**src/rtl/regfile_port_arbiter_pkg.sv**
```systemverilog
// Shared types and constants for the register-file write-port arbiter.
// Latency: n/a (declarations only).
// Backpressure: n/a.
package regfile_port_arbiter_pkg;

  localparam int NREG   = 32;
  localparam int AW     = $clog2(NREG);
  localparam int DATA_W = 32;

  localparam logic [DATA_W-1:0] ZERO_DATA = '0;

  typedef enum logic {
    ST_CLEAR = 1'b0,
    ST_RUN   = 1'b1
  } state_t;

endpackage

```
**src/rtl/regfile_port_arbiter_rf_clear_walker.sv**
```systemverilog
// Register index walker for the post-reset / on-demand register file clear.
// Latency: idx advances one step per enabled cycle; done is combinational on the last index.
// Backpressure: none; the walk advances every cycle while en is high.
//
// Ports:
//   clock, reset   rising-edge clock, asynchronous active-low reset
//   en             advance idx this cycle
//   restart        force idx back to 0 on the next edge (wins over en)
//   idx            current register index being cleared
//   done           idx is the last register (NREG-1)
module rf_clear_walker
  import regfile_port_arbiter_pkg::*;
(
  input  logic          clock,
  input  logic          reset,
  input  logic          en,
  input  logic          restart,
  output logic [AW-1:0] idx,
  output logic          done
);

  // idx wraps from NREG-1 back to 0 on its own, so it is already 0 when
  // the next walk starts.
  always_ff @(posedge clock or negedge reset) begin
    if (!reset) begin
      idx <= '0;
    end else if (restart) begin
      idx <= '0;
    end else if (en) begin
      idx <= idx + 1'b1;
    end
  end

  assign done = (idx == AW'(NREG - 1));

endmodule

```
**src/rtl/regfile_port_arbiter.sv**
```systemverilog
// Write-port sequencer/arbiter for the 32x32 register file: clear walk, CPU vs debug write sharing, debug read-back.
// Latency: write mux is combinational (0 cycles); debug read data is registered (1 cycle).
// Backpressure: debug writes wait via dbg_wready; after STARVE_LIMIT refused cycles the CPU is stalled for one grant.
//
// Ports:
//   clock, reset                        rising-edge clock, async active-low reset
//   cpu_we/cpu_waddr/cpu_wdata          CPU writeback request; cpu_stall freezes the CPU
//   dbg_wvalid/dbg_waddr/dbg_wdata      debug write request; dbg_wready accepts it
//   dbg_rvalid_in/dbg_raddr             debug read request; dbg_rready accepts it
//   dbg_rvalid/dbg_rdata                debug read response, one cycle later
//   rf_raddr/rf_rdata                   register file debug read port
//   rf_we/rf_waddr/rf_wdata             register file write port
//   clear_busy/clear_req                clear walk status / start a new walk
//
// Build option: REGFILE_DBG_READ_EN enables the debug read path; without it
// the read outputs are tied to zero and no read-data register exists.
module regfile_port_arbiter
  import regfile_port_arbiter_pkg::*;
#(
  parameter int STARVE_LIMIT = 4
) (
  input  logic              clock,
  input  logic              reset,
  input  logic              cpu_we,
  input  logic [AW-1:0]     cpu_waddr,
  input  logic [DATA_W-1:0] cpu_wdata,
  output logic              cpu_stall,
  input  logic              dbg_wvalid,
  input  logic [AW-1:0]     dbg_waddr,
  input  logic [DATA_W-1:0] dbg_wdata,
  output logic              dbg_wready,
  input  logic              dbg_rvalid_in,
  input  logic [AW-1:0]     dbg_raddr,
  output logic              dbg_rready,
  output logic              dbg_rvalid,
  output logic [DATA_W-1:0] dbg_rdata,
  output logic [AW-1:0]     rf_raddr,
  input  logic [DATA_W-1:0] rf_rdata,
  output logic              rf_we,
  output logic [AW-1:0]     rf_waddr,
  output logic [DATA_W-1:0] rf_wdata,
  output logic              clear_busy,
  input  logic              clear_req
);

  localparam int SW = $clog2(STARVE_LIMIT + 1);

  state_t        state, state_nxt;
  logic [SW-1:0] starve_cnt, starve_nxt;
  logic [AW-1:0] clr_idx;
  logic          clr_done;
  logic          clr_restart;
  logic          starved;
  logic          dbg_grant;
  logic          cpu_grant;

  assign clr_restart = (state == ST_RUN) && clear_req;
  assign starved     = (starve_cnt == SW'(STARVE_LIMIT));

  rf_clear_walker u_walker (
    .clock   (clock),
    .reset   (reset),
    .en      (state == ST_CLEAR),
    .restart (clr_restart),
    .idx     (clr_idx),
    .done    (clr_done)
  );

  always_ff @(posedge clock or negedge reset) begin
    if (!reset) begin
      state <= ST_CLEAR;
    end else begin
      state <= state_nxt;
    end
  end

  always_comb begin
    state_nxt = state;
    case (state)
      ST_CLEAR: if (clr_done)  state_nxt = ST_RUN;
      ST_RUN:   if (clear_req) state_nxt = ST_CLEAR;
      default:                 state_nxt = ST_CLEAR;
    endcase
  end

  always_comb begin
    cpu_stall  = 1'b0;
    clear_busy = 1'b0;
    dbg_grant  = 1'b0;
    cpu_grant  = 1'b0;
    rf_we      = 1'b0;
    rf_waddr   = cpu_waddr;
    rf_wdata   = cpu_wdata;
    case (state)
      ST_CLEAR: begin
        cpu_stall  = 1'b1;
        clear_busy = 1'b1;
        rf_we      = 1'b1;
        rf_waddr   = clr_idx;
        rf_wdata   = ZERO_DATA;
      end
      default: begin
        // A clear request leaves any pending debug write unaccepted so it
        // cannot land behind the walk's back.
        if (clear_req) begin
          cpu_grant = cpu_we;
        end else if (starved && dbg_wvalid) begin
          dbg_grant = 1'b1;
          cpu_stall = 1'b1;
        end else if (cpu_we) begin
          cpu_grant = 1'b1;
        end else if (dbg_wvalid) begin
          dbg_grant = 1'b1;
        end
        if (dbg_grant) begin
          rf_waddr = dbg_waddr;
          rf_wdata = dbg_wdata;
          rf_we    = (dbg_waddr != '0);
        end else begin
          rf_we    = cpu_grant && (cpu_waddr != '0);
        end
      end
    endcase
  end

  assign dbg_wready = dbg_grant;

  // Counts cycles a waiting debug write lost to the CPU; any other outcome
  // (grant, no request, clear walk) resets the count.
  always_comb begin
    starve_nxt = '0;
    if ((state == ST_RUN) && !clear_req && cpu_grant && dbg_wvalid && !starved) begin
      starve_nxt = starve_cnt + 1'b1;
    end
  end

  always_ff @(posedge clock or negedge reset) begin
    if (!reset) begin
      starve_cnt <= '0;
    end else begin
      starve_cnt <= starve_nxt;
    end
  end

`ifdef REGFILE_DBG_READ_EN
  // rf_rdata is sampled before this edge's write lands, so a same-cycle
  // read of the written address returns the old contents.
  assign dbg_rready = (state == ST_RUN) && dbg_rvalid_in;
  assign rf_raddr   = dbg_raddr;

  always_ff @(posedge clock or negedge reset) begin
    if (!reset) begin
      dbg_rvalid <= 1'b0;
      dbg_rdata  <= ZERO_DATA;
    end else begin
      dbg_rvalid <= dbg_rready;
      if (dbg_rready) begin
        dbg_rdata <= rf_rdata;
      end
    end
  end
`else
  logic unused_rd;
  assign unused_rd  = ^{dbg_rvalid_in, dbg_raddr, rf_rdata};
  assign dbg_rready = 1'b0;
  assign dbg_rvalid = 1'b0;
  assign dbg_rdata  = ZERO_DATA;
  assign rf_raddr   = '0;
`endif

endmodule

```
**config.mk**
```make
export PLATFORM = sky130hd
export DESIGN_NAME = regfile_port_arbiter
export DESIGN_NICKNAME = d
export VERILOG_FILES = /design/src/rtl/regfile_port_arbiter_pkg.sv /design/src/rtl/regfile_port_arbiter_rf_clear_walker.sv /design/src/rtl/regfile_port_arbiter.sv
export SDC_FILE = /design/constraint.sdc
export NUM_CORES = 1
export LEC_CHECK = 0
export BUFFER_PORTS_ARGS = -buffer_cell sky130_fd_sc_hd__buf_2
export CORE_ASPECT_RATIO = 0.6
export CORE_MARGIN = 2
export CORE_UTILIZATION = 33
export CTS_CLUSTER_SIZE = 12
export DETAILED_ROUTE_END_ITERATION = 6
export HOLD_SLACK_MARGIN = 0.15
export MAX_ROUTING_LAYER = met4
export PLACE_DENSITY = 0.78
export SYNTH_ARGS = -nofsm -noshare
export SYNTH_HDL_FRONTEND = slang
export SYNTH_HIERARCHICAL = 1
export SYNTH_SLANG_ARGS = --single-unit
```
**constraint.sdc**
```tcl
create_clock -name clock -period 2.15 [get_ports clock]
set_input_delay 0.1075 -clock clock [delete_from_list [all_inputs] [get_ports clock]]
set_output_delay 0.1075 -clock clock [all_outputs]
set_load 0.02 [all_outputs]
```
==> results of run 1 <==
[critical path, cell delays in order]
cell and delay [ps]:
dlygate4sd3_1 530, buf_2 140, and2b_1 390, buf_12 240
a31oi_1 110, a21oi_1 180, buf_2 180
[metrics by stage]
stage	hold slack (ps)	cell area, um^2	worst slack [ps]	cells
floorplan	-188	1760	426	268
global placement	-30.8	2080	451	397
detailed placement	-25.2	2080	424	397
CTS	258	2140	155	403
global route	305	2140	5.85	403
finish	261	2140	160	403
[logic make-up (layout without fill, tap and decap cells)]
family	Yosys count	count (layout)	share of synthesized area (%)
AND/OR/NAND/NOR	58	58	22.1
AO/OA/AOI/OAI	88	88	29.3
other	1	39	0.232
adder cells (fa/ha/maj)	4	4	3.10
flip-flops	9	9	13.9
buffers and inverters	65	137	28.2
XOR/XNOR	2	2	1.08
multiplexers	3	3	2.17
[worst paths after layout]
path / startpoint / to / slack, ps / cells past startpoint
setup / recovery: clear_req / rf_waddr[3] / 160 / 7
hold / removal: reset / starve_cnt[0] / 260 / 2
setup reg to reg: state / u_walker/idx[3] / 530 / 3
hold reg to reg: starve_cnt[0] / starve_cnt[0] / 460 / 1
max in group asynchronous: reset / state / 1700 / 2
min in group clock: starve_cnt[0] / starve_cnt[0] / 460 / 1
[power by group through the flow]
stage | logic (uW) | registers (uW) | clock network, uW
6_report | 828 | 302 | 195
4_1_cts | 831 | 301 | 203
5_1_grt | 912 | 312 | 209
3_5_place_dp | 826 | 302 | 0
3_3_place_gp | 810 | 297 | 0
2_1_floorplan | 646 | 278 | 0
[registers in the layout, summed over array words and instances, names as in the netlist]
| register | flops |
|---|---|
| starve_cnt | 3 |
| state | 1 |
| u_walker/idx | 5 |
[synthesized netlist by cell type, types with 2 or more instances]
| cell type | count | share of area (%) |
|---|---|---|
| nand3_2 | 10 | 6.2 |
| a31oi_1 | 5 | 1.9 |
| xnor2_1 | 2 | 1.1 |
| nand2_1 | 2 | 0.46 |
| buf_2 | 7 | 2.2 |
| inv_1 | 3 | 0.70 |
| o21ai_0 | 17 | 5.3 |
| nor2_1 | 13 | 3.0 |
| buf_6 | 7 | 4.9 |
| nand3_1 | 23 | 7.1 |
| mux2i_1 | 2 | 1.2 |
| clkbuf_1 | 7 | 1.6 |
| dfrtp_1 | 9 | 14 |
| ha_1 | 4 | 3.1 |
| o21ai_1 | 23 | 7.1 |
| a21oi_1 | 38 | 12 |
| a21bo_1 | 2 | 1.2 |
| buf_4 | 40 | 19 |
[metal layers]
layer	GRT usage (%)	part of all wire (%)
met5	-	0
met4	3.11	0.71
met3	2.47	8.4
met2	30.1	48
met1	19.7	43
[repair_timing]
| item | in CTS | in global routing |
|---|---|---|
| buffers inserted | 0 | 0 |
| hold endpoints to repair | 10 | 0 |
| hold buffers | 2 | 0 |
[layout make-up]
cell class	instances	area share, %
clock buffer	4	2.10
timing repair buffer	129	32.7
tap	63	3.68
inverter	4	0.701
multi-input combinational	194	50.3
sequential	9	10.5
==> summary.txt, run 1 <==
Placed design
  • Detailed placement HPWL: 3.79 mm
  • IO Port Bufs: 119
  • RePlAce Congestion: between 0.7 and 0.8

Detailed routing
  • Drt wl/cell: 12.0 um
  • Routed Antenna Nets: 0
  • DR DRC count: 0
  • Initial DRC Count: 93
  • DRT Pass-1 Iters: 6
  • Post-Route WL: 4.82 mm
  • Vias per cell: about 4.7
  • DR vias: approximately 1,900

Setup path
  • Startpoint types: input pin
  • Crit end category: output pin
  • Crit path DAT: 1880 ps
  • Required @ worst endpoint: about 2000 ps
  • Worst setup path class: in -> out
  • Crit path max fanout: 33

GRT
  • First-pass GRT wire length: around 7 mm
  • Largest net degree at the start of global routing: 34
  • Global route total overflow: 0
  • All-Layer GR Usage: approximately 17%
  • Vias in the first global route: around 1,600
  • Initial antenna violation count: 0

Finish
  • Register Area: approximately 230 um^2
  • Final core utilization: 46.2%
  • Most frequent cells in the layout: buf_2 (119), conb_1 (39), a21oi_1 (38), o21ai_1 (23), nand3_1 (23)
  • Commonest non-fill, non-tap cell in the layout: buf_2
  • Synth-to-layout area growth: 32.6%
  • Layout cells sized above 1: a little over two fifths
  • Final net count: about 460
  • # fillers: 495
  • Area of the multi-input gates: approximately 1100 um^2
  • Number of diodes: 0

Synth
  • Mapped Cells: 230
  • Avg Cell Area, Syn: between 7 and 8 um^2
  • FF+latch count, synth: 9
  • Sequential share of the synthesized area: between 10% and 20%
  • Syn. warnings: 6
  • Fraction of registers with async set or reset after synthesis: 100%
  • Post-Syn Area: roughly 1600 um^2
  • Synth cell types: 34
  • Synth Flop Type: dfrtp_1
  • Number of synthesized flops with an enable pin: 0

STA
  • Worst rel slew slack: a little under 60%
  • Fin. Hold Viols: 0
  • Final Skew: ~2.2 ps
  • Final slew viol count: 0
  • Crit path time final: 1990 ps
  • Final worst-path cycle share: roughly 93%
  • Setup TNS: 0 ps
  • Worst-Margin Slew: between 600 and 700 ps
  • Unrepaired setup endpoints after global routing: false
  • Setup violators final: 0
  • Fmax: 502 MHz

Clocking
  • Clock sinks: 9
  • H-tree Lvls: 1
  • Clk buf depth: 2
  • PostCTS Resize Cnt: 0
  • Worst-path clk slew: 40 ps
  • TritonCTS buffer count: 3
  • Clk root buf: clkbuf_8
  • CTS tree: done
  • Skew-Pair Late Insertion Delay: roughly 230 ps

Pwr
  • Pwr dens: around 600 nW/um^2
  • Int Power: around 670 uW
  • Net Sw Frac: about half
  • Clock Power Share: between 10% and 20%
  • Flop pwr share: about 23%
  • Total power: around 1300 uW
  • NetSw: ~650 uW
  • Max VDD drop: slightly above 0.0005 V
  • Static Leak: roughly 0.0011 uW
  • Combinational group share of total power: approximately 63%

Die
  • Die ar.: approximately 5500 um^2
  • Total core area: between 4000 and 5000 um^2
  • Ports: between 150 and 200
  • Die Height: between 50 and 60 um
  • Horiz. Die Dim: 94.4 um
  • Initial Utilization: about a third
  • Row cnt: 19

Run status
  • Status: finished clean

Flow run
  • Max-cap check violation count: 0

Hold path
  • Worst Hold Class: in -> async
No activity file was read; power rests on OpenSTA's default activity.
==> run 2, diff against run 1 <==
--- a/config.mk
+++ b/config.mk
@@ -13,7 +13,7 @@
 export DETAILED_ROUTE_END_ITERATION = 6
 export HOLD_SLACK_MARGIN = 0.15
 export MAX_ROUTING_LAYER = met4
-export PLACE_DENSITY = 0.78
+export PLACE_DENSITY = 0.81
 export SYNTH_ARGS = -nofsm -noshare
 export SYNTH_HDL_FRONTEND = slang
 export SYNTH_HIERARCHICAL = 1
==> constraint.sdc (replaced) <==
create_clock -name clock -period 2.15 [get_ports clock]
set_input_delay 0.1075 -clock clock [delete_from_list [all_inputs] [get_ports clock]]
set_output_delay 0.1075 -clock clock [all_outputs]
set_load 0.01 [all_outputs]
==> run 2 against run 1 <==
Register-to-register slack worse by 50 ps. Critical path depth stayed put. Total power is 8.4% lower. Critical path type is now reg -> out. Critical endpoint is now rf_wdata[2]. Largest power group unchanged.
==> summary.txt, run 2 (synthesis results as in run 1) <==
STA
  • Crit path time final: between 1500 and 2000 ps
  • Fmax: 517 MHz
  • Hold WS: ~260 ps
  • Setup WS post-layout: 217 ps
  • Unrepaired setup endpoints after global routing: false
  • Setup TNS: 0 ps
  • Final worst-path cycle share: 89.9%
  • Worst-Margin Slew: around 650 ps
  • Setup violators final: 0
  • Final Skew: about 4.0 ps
  • Worst rel slew slack: around 57%
  • Final slew viol count: 0
  • Fin. Hold Viols: 0

Pwr
  • Int Power: ~670 uW
  • Static Leak: between 0.001 and 0.0015 uW
  • Combinational group share of total power: about three fifths
  • NetSw: about 550 uW
  • Pwr dens: around 560 nW/um^2
  • Flop pwr share: roughly a quarter
  • Net Sw Frac: 44.9%
  • Clock Power Share: 16.2%
  • Max VDD drop: around 0.00042 V

Placed design
  • RePlAce Congestion: 0.784
  • Detailed placement HPWL: about 4 mm
  • IO Port Bufs: between 100 and 150
  • Pre-CTS WS: about 470 ps
  • Dpl cell area: between 2000 and 2500 um^2

Die
  • Die Height: slightly below 60 um
  • Row cnt: 19
  • Horiz. Die Dim: 94.4 um
  • Initial Utilization: between 30% and 40%
  • Ports: between 150 and 200
  • Die ar.: approximately 5500 um^2
  • Total core area: 4640 um^2

Detailed routing
  • Vias per cell: about 4.9
  • DRT Pass-1 Iters: 4
  • DR DRC count: 0
  • Post-Route WL: between 5 and 6 mm
  • Initial DRC Count: 76
  • DR vias: slightly below 2,000
  • Drt wl/cell: around 13 um
  • Routed Antenna Nets: 0

Clocking
  • CTS tree: done
  • Clock sinks: 9
  • Worst-path clk slew: roughly 50 ps
  • Clk buf depth: 2
  • H-tree Lvls: 1
  • TritonCTS buffer count: 3
  • Post-CTS Hold Fix Bufs: 2
  • Clk root buf: clkbuf_8
  • Post-CTS setup buffers: 0
  • Skew-Pair Late Insertion Delay: about 230 ps
  • PostCTS Resize Cnt: 0

Finish
  • Top flop regs: u_walker/idx: 5 flops, starve_cnt: 3 flops, state: 1 flops
  • Commonest non-fill, non-tap cell in the layout: buf_2
  • Design area: 2150 um^2
  • Final net count: 462
  • Most frequent cells in the layout: buf_2 (119), conb_1 (39), a21oi_1 (38), o21ai_1 (23), nand3_1 (23)
  • Final core utilization: between 40% and 50%
  • Layout cells sized above 1: between 40% and 50%
  • Number of diodes: 0
  • Synth-to-layout area growth: 33.0%
  • Max FFs per register: 5
  • Largest reg by FF count: u_walker/idx

GRT
  • Initial antenna violation count: 0
  • Vias in the first global route: about 1,700
  • Global route total overflow: 0
  • All-Layer GR Usage: 18.0%
  • Largest net degree at the start of global routing: 35
  • First-pass GRT wire length: roughly 7.8 mm

Setup path
  • Crit path max fanout: 28
  • Crit end category: output pin
  • Crit. Startpoint: starve_cnt[0]
  • Required @ worst endpoint: 2040 ps
  • Worst setup path class: reg -> out
  • Startpoint types: flop
  • Worst R2R Start: state
  • Crit path DAT: 1830 ps

Run status
  • Status: finished clean

Flow run
  • Max-cap check violation count: 0

Hold path
  • Worst Hold Class: in -> async
-- run 2: cell counts in the layout (fill, tap and decap cells not counted) --
No cell type changed its count.
-- run 2: power groups by stage --
stage / registers (uW) / clock network (uW) / logic, uW
2_1_floorplan: 278 / 0 / 522
3_3_place_gp: 298 / 0 / 682
3_5_place_dp: 305 / 0 / 702
4_1_cts: 303 / 205 / 712
5_1_grt: 310 / 219 / 794
6_report: 304 / 197 / 713
-- run 2: cell type report --
cell class | count | area, um^2
clock buffer | 4 | 45.0
fill | 480 | 2480
timing repair buffer | 129 | 701
multi-input combinational | 194 | 1090
sequential | 9 | 225
inverter | 4 | 15.0
tap | 63 | 78.8
-- run 2: worst paths after layout --
kind | end | slack, ps | cells after the start
worst max-delay path | rf_wdata[2] | 220 | 7
worst min-delay path | starve_cnt[0] | 260 | 2
worst max register to register | u_walker/idx[3] | 480 | 3
worst min register to register | starve_cnt[0] | 460 | 1
max in group asynchronous | state | 1700 | 2
min in group clock | starve_cnt[0] | 460 | 1
-- run 2: per-layer routing --
| layer | up-vias | global-route usage (%) | wire length [um] |
|---|---|---|---|
| li1 | 951 | - | - |
| met1 | 906 | 21.4 | 2110 |
| met2 | 96 | 33.3 | 2560 |
| met3 | 2 | 2.73 | 463 |
| met4 | 0 | 2.48 | 12 |
| met5 | - | - | 0 |
-- run 2: critical path: stages, from the launching register on --
cell	delay, ps
dfrtp_1	360
inv_1	50
ha_1	250
a21boi_4	170
buf_4	300
o21ai_1	110
a21oi_1	180
buf_2	170
-- run 2: metrics by stage --
step | std cells | total power (uW)
after floorplan | 268 | 800
after global placement | 397 | 981
after detailed placement | 397 | 1010
after CTS | 403 | 1220
after global routing | 403 | 1320
final | 403 | 1210
